`config.mk`:
```
export PLATFORM = sky130hd
export DESIGN_NAME = cga_timing_gen_flat
export DESIGN_NICKNAME = d
export VERILOG_FILES = /design/src/rtl/cga_timing_if.sv /design/src/rtl/cga_timing_gen.sv /design/src/flat_wrapper.sv
export SDC_FILE = /design/constraint.sdc
export NUM_CORES = 1
export LEC_CHECK = 0
export ABC_AREA = 0
export ABC_CLOCK_PERIOD_IN_PS = 4500
export CAP_MARGIN = 20
export CORE_UTILIZATION = 40
export DETAILED_ROUTE_END_ITERATION = 16
export PLACE_DENSITY = 0.65
export SYNTH_ARGS = -nofsm -noshare
export SYNTH_HDL_FRONTEND = slang
export SYNTH_SLANG_ARGS = --single-unit
```
`constraint.sdc`:
```
create_clock -name clk -period 4.5 [get_ports clk]
set_clock_uncertainty 0.1 [all_clocks]
set_input_delay 0.45 -clock clk [delete_from_list [all_inputs] [get_ports clk]]
set_output_delay 0.45 -clock clk [all_outputs]
set_load 0.1 [all_outputs]
```
`src/rtl/cga_timing_if.sv`:
```
// Bundle between the CGA timing generator and the composite encoder stage:
// the upstream IRGB inputs and every timing/video output.
interface cga_timing_if;
  logic [3:0] pixel_in;
  logic [3:0] border_color;
  logic       hclk;
  logic       lclk;
  logic       hsync;
  logic       vsync_l;
  logic       display_en;
  logic [6:0] hcount;
  logic [8:0] vcount;
  logic       frame_start;
  logic [3:0] video;

  modport master (
    input  pixel_in, border_color,
    output hclk, lclk, hsync, vsync_l, display_en, hcount, vcount,
           frame_start, video
  );

  modport slave (
    output pixel_in, border_color,
    input  hclk, lclk, hsync, vsync_l, display_en, hcount, vcount,
           frame_start, video
  );
endinterface

```
`src/rtl/cga_timing_gen.sv`:
```
// CGA raster timing generator: phase/character/line counters, sync and
// display-enable decode, and the IRGB/border/blank video mux, all registered.
module cga_timing_gen #(
  parameter int unsigned H_TOTAL      = 114,
  parameter int unsigned H_DISP       = 80,
  parameter int unsigned H_SYNC_START = 90,
  parameter int unsigned H_SYNC_WIDTH = 10,
  parameter int unsigned V_TOTAL      = 262,
  parameter int unsigned V_DISP       = 200,
  parameter int unsigned V_SYNC_START = 224,
  parameter int unsigned V_SYNC_WIDTH = 16
) (
  input  logic         clk,
  input  logic         reset,
  cga_timing_if.master bus
);

  // Sync windows are compared one bit wider than the counters so that
  // START+WIDTH never truncates.
  localparam logic [6:0] HC_LAST = 7'(H_TOTAL - 1);
  localparam logic [8:0] VC_LAST = 9'(V_TOTAL - 1);
  localparam logic [7:0] HS_LO   = 8'(H_SYNC_START);
  localparam logic [7:0] HS_HI   = 8'(H_SYNC_START + H_SYNC_WIDTH);
  localparam logic [7:0] HD_END  = 8'(H_DISP);
  localparam logic [9:0] VS_LO   = 10'(V_SYNC_START);
  localparam logic [9:0] VS_HI   = 10'(V_SYNC_START + V_SYNC_WIDTH);
  localparam logic [9:0] VD_END  = 10'(V_DISP);

  logic [4:0] ph_q, ph_d;
  logic [6:0] hc_q, hc_d;
  logic [8:0] vc_q, vc_d;

  logic       hclk_q, hclk_d;
  logic       lclk_q, lclk_d;
  logic       hsync_q, hsync_d;
  logic       vsync_q, vsync_d;
  logic       de_q, de_d;
  logic       fs_q, fs_d;
  logic [6:0] hcount_q, hcount_d;
  logic [8:0] vcount_q, vcount_d;
  logic [3:0] video_q, video_d;

  logic       hc_step;
  logic       hc_wrap;
  logic [7:0] hc_w;
  logic [9:0] vc_w;

  always_comb begin
    ph_d    = ph_q + 5'd1;
    hc_step = (ph_q[3:0] == 4'hF);
    hc_wrap = hc_step && (hc_q == HC_LAST);
    hc_d    = hc_q;
    vc_d    = vc_q;
    if (hc_step) begin
      hc_d = hc_wrap ? 7'd0 : hc_q + 7'd1;
    end
    if (hc_wrap) begin
      vc_d = (vc_q == VC_LAST) ? 9'd0 : vc_q + 9'd1;
    end
  end

  // Outputs decode the counter state before the edge, so they all carry the
  // same one-clock lag, including the exported counter copies.
  always_comb begin
    hc_w     = {1'b0, hc_q};
    vc_w     = {1'b0, vc_q};
    hclk_d   = ph_q[3];
    lclk_d   = (ph_q == 5'd31);
    hsync_d  = (hc_w >= HS_LO) && (hc_w < HS_HI);
    vsync_d  = (vc_w >= VS_LO) && (vc_w < VS_HI);
    de_d     = (hc_w < HD_END) && (vc_w < VD_END);
    fs_d     = (ph_q == 5'd0) && (hc_q == 7'd0) && (vc_q == 9'd0);
    hcount_d = hc_q;
    vcount_d = vc_q;
    if (hsync_d || vsync_d) begin
      video_d = 4'h0;
    end else if (de_d) begin
      video_d = bus.pixel_in;
    end else begin
      video_d = bus.border_color;
    end
  end

  always_ff @(posedge clk or posedge reset) begin
    if (reset) begin
      ph_q     <= 5'd0;
      hc_q     <= 7'd0;
      vc_q     <= 9'd0;
      hclk_q   <= 1'b0;
      lclk_q   <= 1'b0;
      hsync_q  <= 1'b0;
      vsync_q  <= 1'b0;
      de_q     <= 1'b0;
      fs_q     <= 1'b0;
      hcount_q <= 7'd0;
      vcount_q <= 9'd0;
      video_q  <= 4'h0;
    end else begin
      ph_q     <= ph_d;
      hc_q     <= hc_d;
      vc_q     <= vc_d;
      hclk_q   <= hclk_d;
      lclk_q   <= lclk_d;
      hsync_q  <= hsync_d;
      vsync_q  <= vsync_d;
      de_q     <= de_d;
      fs_q     <= fs_d;
      hcount_q <= hcount_d;
      vcount_q <= vcount_d;
      video_q  <= video_d;
    end
  end

  assign bus.hclk        = hclk_q;
  assign bus.lclk        = lclk_q;
  assign bus.hsync       = hsync_q;
  assign bus.vsync_l     = vsync_q;
  assign bus.display_en  = de_q;
  assign bus.frame_start = fs_q;
  assign bus.hcount      = hcount_q;
  assign bus.vcount      = vcount_q;
  assign bus.video       = video_q;

endmodule

```
`src/flat_wrapper.sv`:
```
// flat-port wrapper written by rule: the top's interface ports become plain ports
module cga_timing_gen_flat 
#(
  parameter int unsigned H_TOTAL      = 114,
  parameter int unsigned H_DISP       = 80,
  parameter int unsigned H_SYNC_START = 90,
  parameter int unsigned H_SYNC_WIDTH = 10,
  parameter int unsigned V_TOTAL      = 262,
  parameter int unsigned V_DISP       = 200,
  parameter int unsigned V_SYNC_START = 224,
  parameter int unsigned V_SYNC_WIDTH = 16
)
  (clk, reset, bus_pixel_in, bus_border_color, bus_hclk, bus_lclk, bus_hsync, bus_vsync_l, bus_display_en, bus_hcount, bus_vcount, bus_frame_start, bus_video);
  cga_timing_if bus_i ();
  input  logic clk;
  input  logic reset;
  input wire logic [$bits(bus_i.pixel_in)-1:0] bus_pixel_in;
  input wire logic [$bits(bus_i.border_color)-1:0] bus_border_color;
  output wire logic [$bits(bus_i.hclk)-1:0] bus_hclk;
  output wire logic [$bits(bus_i.lclk)-1:0] bus_lclk;
  output wire logic [$bits(bus_i.hsync)-1:0] bus_hsync;
  output wire logic [$bits(bus_i.vsync_l)-1:0] bus_vsync_l;
  output wire logic [$bits(bus_i.display_en)-1:0] bus_display_en;
  output wire logic [$bits(bus_i.hcount)-1:0] bus_hcount;
  output wire logic [$bits(bus_i.vcount)-1:0] bus_vcount;
  output wire logic [$bits(bus_i.frame_start)-1:0] bus_frame_start;
  output wire logic [$bits(bus_i.video)-1:0] bus_video;
  assign bus_i.pixel_in = bus_pixel_in;
  assign bus_i.border_color = bus_border_color;
  assign bus_hclk = bus_i.hclk;
  assign bus_lclk = bus_i.lclk;
  assign bus_hsync = bus_i.hsync;
  assign bus_vsync_l = bus_i.vsync_l;
  assign bus_display_en = bus_i.display_en;
  assign bus_hcount = bus_i.hcount;
  assign bus_vcount = bus_i.vcount;
  assign bus_frame_start = bus_i.frame_start;
  assign bus_video = bus_i.video;
  cga_timing_gen #(.H_TOTAL(H_TOTAL), .H_DISP(H_DISP), .H_SYNC_START(H_SYNC_START), .H_SYNC_WIDTH(H_SYNC_WIDTH), .V_TOTAL(V_TOTAL), .V_DISP(V_DISP), .V_SYNC_START(V_SYNC_START), .V_SYNC_WIDTH(V_SYNC_WIDTH)) u_core (.clk(clk), .reset(reset), .bus(bus_i));
endmodule
```
Word level (Yosys, flattened, before mapping)
Cells that the tools add are included.
{"block": "word_totals", "regBits": 47, "inputBits": 10, "output_inout_bits": 26, "elab_cells": 39}
{"block": "op_classes", "add_sub_neg": 3, "order_cmp": 6, "eq_ne": 4, "muxes": 4, "reduce_logical": 10}
{"op": "$lt 9x8->1 const B", "n": 2}
{"op": "$lt 7x7->1 const B", "n": 2}
{"op": "$add 9x1->9 const B", "n": 1}
{"op": "$eq 9x9->1 const B", "n": 1}
{"op": "$ge 9x8->1 const B", "n": 1}
{"op": "$logic_not 9->1", "n": 1}
{"op": "$mux 9", "n": 1}
{"op": "$mux 4", "n": 2}
{"op": "$add 7x1->7 const B", "n": 1}
{"op": "$eq 7x7->1 const B", "n": 1}
{"op": "$ge 7x7->1 const B", "n": 1}
{"op": "$logic_not 7->1", "n": 1}
{"op": "$mux 7", "n": 1}
{"op": "$logic_and 1x1->1", "n": 6}
{"op": "$add 5x1->5 const B", "n": 1}
{"op": "$eq 5x5->1 const B", "n": 1}
{"op": "$logic_not 5->1", "n": 1}
{"op": "$eq 4x4->1 const B", "n": 1}
{"op": "$logic_or 1x1->1", "n": 1}

Logic depth before layout (Yosys ltp)
{"block": "depth", "ltp_word": 4, "mapped_depth": 7}

Worst setup path after synthesis
Ideal clock, no wire load.
{"block": "synth_path", "path_kind": "reg-to-reg", "from": "register u_core.hc_q[2]", "to": "register u_core.vc_q[8]", "setup_time_ns": 0.083, "arrival_ns": 1.784, "required_time_ns": 4.317, "path_slack_ns": 2.533, "stages_incl_launch_ff": 7, "path_buffers": 2, "path_cell_list": "dfrtp_1 > clkbuf_2 > or3b_4 > or3_1 > buf_2 > or3_1 > o21ai_0"}
{"block": "synth_between", "elab_chain_cells": 2}
{"item": "from (decl)", "line": "cga_timing_gen.sv:30", "source": "logic [6:0] hc_q, hc_d;"}
{"item": "from (signal assigned)", "line": "cga_timing_gen.sv:87", "source": "hc_q <= 7'd0;"}
{"item": "from (signal assigned)", "line": "cga_timing_gen.sv:100", "source": "hc_q <= hc_d;"}
{"item": "$eq 7x7->1", "line": "cga_timing_gen.sv:51", "source": "hc_wrap = hc_step && (hc_q == HC_LAST);"}
{"item": "$logic_and 1x1->1", "line": "cga_timing_gen.sv:51"}
{"item": "to (signal assigned)", "line": "cga_timing_gen.sv:101", "source": "vc_q <= vc_d;"}
{"item": "to (decl)", "line": "cga_timing_gen.sv:31", "source": "logic [8:0] vc_q, vc_d;"}
No other way between the ends.
A chain may end at the register's enable or synchronous reset.

Worst setup path in the final report
{"block": "layout_path", "from": "register u_core.video_q[3] (netlist: u_core.bus.video[3])", "to": "output port bus_video[3]"}
{"item": "from (decl)", "line": "cga_timing_gen.sv:41", "source": "logic [3:0] video_q, video_d;"}
{"item": "from (signal assigned)", "line": "cga_timing_gen.sv:110", "source": "video_q <= video_d;"}
{"item": "to (decl)", "line": "flat_wrapper.sv:27", "source": "output wire logic [$bits(bus_i.video)-1:0] bus_video;"}
No word-level cell between the ends.

==> reports/results.tsv <==
stage	metric	value	unit
status	run_status	finished with violations	
status	violations	DRC	
setup_path	cp.arrival	1.77	ns
setup_path	rr_worst_depth	4	
yosys	synth_edf_count	0	
hold_path	min_path_cells	0	
yosys	postSynthAreaPerCell	11.62	µm²
yosys	async_reset_ff_share	100.0	%
setup_path	start_kind	register	
yosys	synth_xor_area_share	2.758	%
timing	tns	0	ns
cts	clockBufferDepth	2	
die	die-area	5044	µm²
yosys	synth_mux_area_share	2.101	%
cts	cts_root_buf	clkbuf_8	
cells_and_area	layout.cells.non_filler	255	
grt	use_met3	3.704	%
setup_path	crit_chain	clkdlybuf4s50_1	
setup_path	critPathSlowestCell	clkdlybuf4s50_1	
yosys	yosysWarnings	0	
yosys	yosysSeqAreaShare	61.72	%
route	ant_nets	0	
cts	cts_setup_buffers	0	
yosys	synth_ff_type	dfrtp_1	
die	die_w	71.02	µm
yosys	synth_area_leaders	dfrtp_1, ha_1, inv_1	
route	avgRoutedWirePerCell	13.07	µm
power	power.leakage	0.001071	µW
timing	slew_headroom	34.27	%
grt	met1_usage	19.68	%
power	irDropWorstVdd	0.1990	mV
setup_path	worst-path-stages	1	
setup_path	worstSetupEndpointType	primary output	
yosys	syn_inst	164	
timing	post-route-period-util	51.48	%
setup_path	critPathMaxFanout	1	
cells_and_area	fin_util	53.80	%
die	start_util	42.59	%
yosys	synth-compound-area-share	7.420	%
setup_path	cp_num_buf_inv	1	
grt	busiest_layer	met2	
grt	grt_pass1_vias	1294	
cells_and_area	drive_gt1_share	6.404	%
yosys	synth_top_cell_by_area	dfrtp_1	
grt	grt_overflow	0	
die	core-area	4474	µm²
yosys	syn-cell-area	1906	µm²
hold_path	hold_path.class	register to register	
timing	final-hold-violation-count	0	
yosys	synth_top_area_share	61.72	%
placed_design	gp_congestion	0.8104	
route	viasPerCell	5.141	
cells_and_area	multi_input_area	651.9	µm²
grt	antenna_found_initial	0	
grt	grt_pass1_wl	5899	µm
cells_and_area	mostFrequentLayoutCell	dfrtp_1	
power	p_per_area	301.8	nW/µm²
cells_and_area	syn_to_final_growth	26.33	%
setup_path	required	3.95	ns
cells_and_area	n_antenna_cell	0	
job	max_cap_viol_count	0	
yosys	synth_cell_type_count	35	
route	drc_errors	3	
placed_design	dp_hpwl	2373	µm
timing	worstMarginPinSlew	0.9828	ns
setup_path	max_stage_delay	1.13	ns
timing	max_freq	431.7	MHz
die	dieHeight	71.02	µm
route	routed-via-count	1311	
setup_path	path_class	register to primary output	
yosys	syn_nets	183	
grt	grt.met2_usage	24.36	%
cts	holdBufCountCts	0	
timing	finalSetupViolCount	0	
cells_and_area	fin_nets	221	
cts	cts_buffers	5	
cts	cts_resized	0	
yosys	synth-simple-area-share	16.02	%
route	routed_wl	3333	µm
cells_and_area	regArea	1176	µm²
grt	track_usage	14.72	%
die	num_rows	24	
route	drt_iter0_drc	88	
setup_path	crit_family	buffers and inverters	
placed_design	port-buffer-count	35	
yosys	ys_seq_elements	47	
cts	h-tree-depth	2	
yosys	synth_top_family_by_area	simple AND/OR/NAND/NOR gates	
cells_and_area	mostFrequentLayoutCells	dfrtp_1, clkdlybuf4s50_1, inv_1	
cts	numClockSinks	47	
route	drt_pre_antenna_iters	12	
die	io_pins	36	
grt	grt_max_degree	48	
power	total_power	726.5	µW
timing	rsz0062_at_grt	false	
cells_and_area	fillers	370	
placed_design	numPlacedInstances	247	
yosys	synth_fa_ha_area_share	5.909	%
cts	clk_pin_slew	0.08	ns
timing	finalCriticalPeriod	2.316	ns
cts	clkLatencyLatePin	0.28	ns
timing	slew_viol_final	0	
cts	cts_tree	built	
-- final timing paths --
kind	startpoint	endpoint	slack, ns
setup / recovery	u_core.bus.video[3]	bus_video[3]	2.18
max in group asynchronous	reset	u_core.bus.vcount[7]	3.39
hold reg to reg	u_core.vc_q[3]	u_core.bus.vcount[3]	0.35
min in group asynchronous	reset	u_core.bus.hcount[4]	0.52
setup reg to reg	u_core.hc_q[3]	u_core.vc_q[0]	2.48
hold / removal	u_core.vc_q[3]	u_core.bus.vcount[3]	0.35
-- per-layer routing --
metal	share of wire (%)	up-vias
li1	-	640
met3	5.4	2
met4	0.36	0
met2	48	41
met1	46	628
met5	0	-
-- cell families (layout without fill, tap and decap cells) --
kind of cell               Yosys count  after routing
adders and majority gates            9              9
AOI/OAI and AO/OA                   24             24
buffers and inverters               20             59
muxes                                4              4
xor gates and xnor gates             6              6
DFF                                 47             47
and+or+nand+nor                     54             54
-- final cells by class --
type	count	area share, %
Inverter	15	2.339
Tap cell	52	2.703
Clock buffer	8	4.158
Sequential cell	47	48.86
Multi-Input combinational cell	97	27.08
Timing Repair Buffer	36	14.86
-- where the power goes --
part | switching [µW] | internal, µW
Clock | 126 | 140
Combinational | 24.3 | 11.3
Sequential | 0.698 | 424
Total | 151 | 575
-- worst register-to-register path: stages (launching register included) --
cell	delay (ns)
dfrtp_1	0.46
or3b_4	0.46
nor3_2	0.53
nand2_1	0.20
o21ai_0	0.20
-- metrics by stage --
step / hold slack (ns) / setup WS, ns / instance area (µm²)
floorplan: 0.2519 / 2.533 / 1906
global placement: 0.3353 / 2.515 / 2307
detailed placement: 0.3386 / 2.497 / 2307
CTS: 0.3584 / 2.175 / 2407
global route: 0.3759 / 2.138 / 2407
finish: 0.3516 / 2.184 / 2407
-- Yosys cell counts, types with 2 or more instances --
| cell type | n |
|---|---|
| dfrtp_1 | 47 |
| inv_1 | 15 |
| nand3_1 | 11 |
| ha_1 | 9 |
| nor2_1 | 9 |
| nand2_1 | 8 |
| a21oi_1 | 7 |
| o21ai_0 | 7 |
| mux2i_1 | 4 |
| xnor2_1 | 4 |
| a31oi_1 | 3 |
| clkbuf_1 | 3 |
| nand2b_1 | 3 |
| nor4_1 | 3 |
| o22ai_1 | 3 |
| or3_1 | 3 |
| and3_1 | 2 |
| nand4_1 | 2 |
| nand4b_1 | 2 |
| nor3_1 | 2 |
| or2_2 | 2 |
| xor2_1 | 2 |
-- registers in the layout, summed over array words and instances (netlist names) --
signal                  count
u_core.bus.frame_start      1
u_core.bus.video            4
u_core.bus.hsync            1
u_core.hc_q                 7
u_core.bus.vsync_l          1
u_core.ph_q                 5
u_core.bus.lclk             1
u_core.bus.vcount           9
u_core.bus.display_en       1
u_core.vc_q                 9
u_core.bus.hcount           7
u_core.bus.hclk             1
No activity file was read; power rests on OpenSTA's default activity.
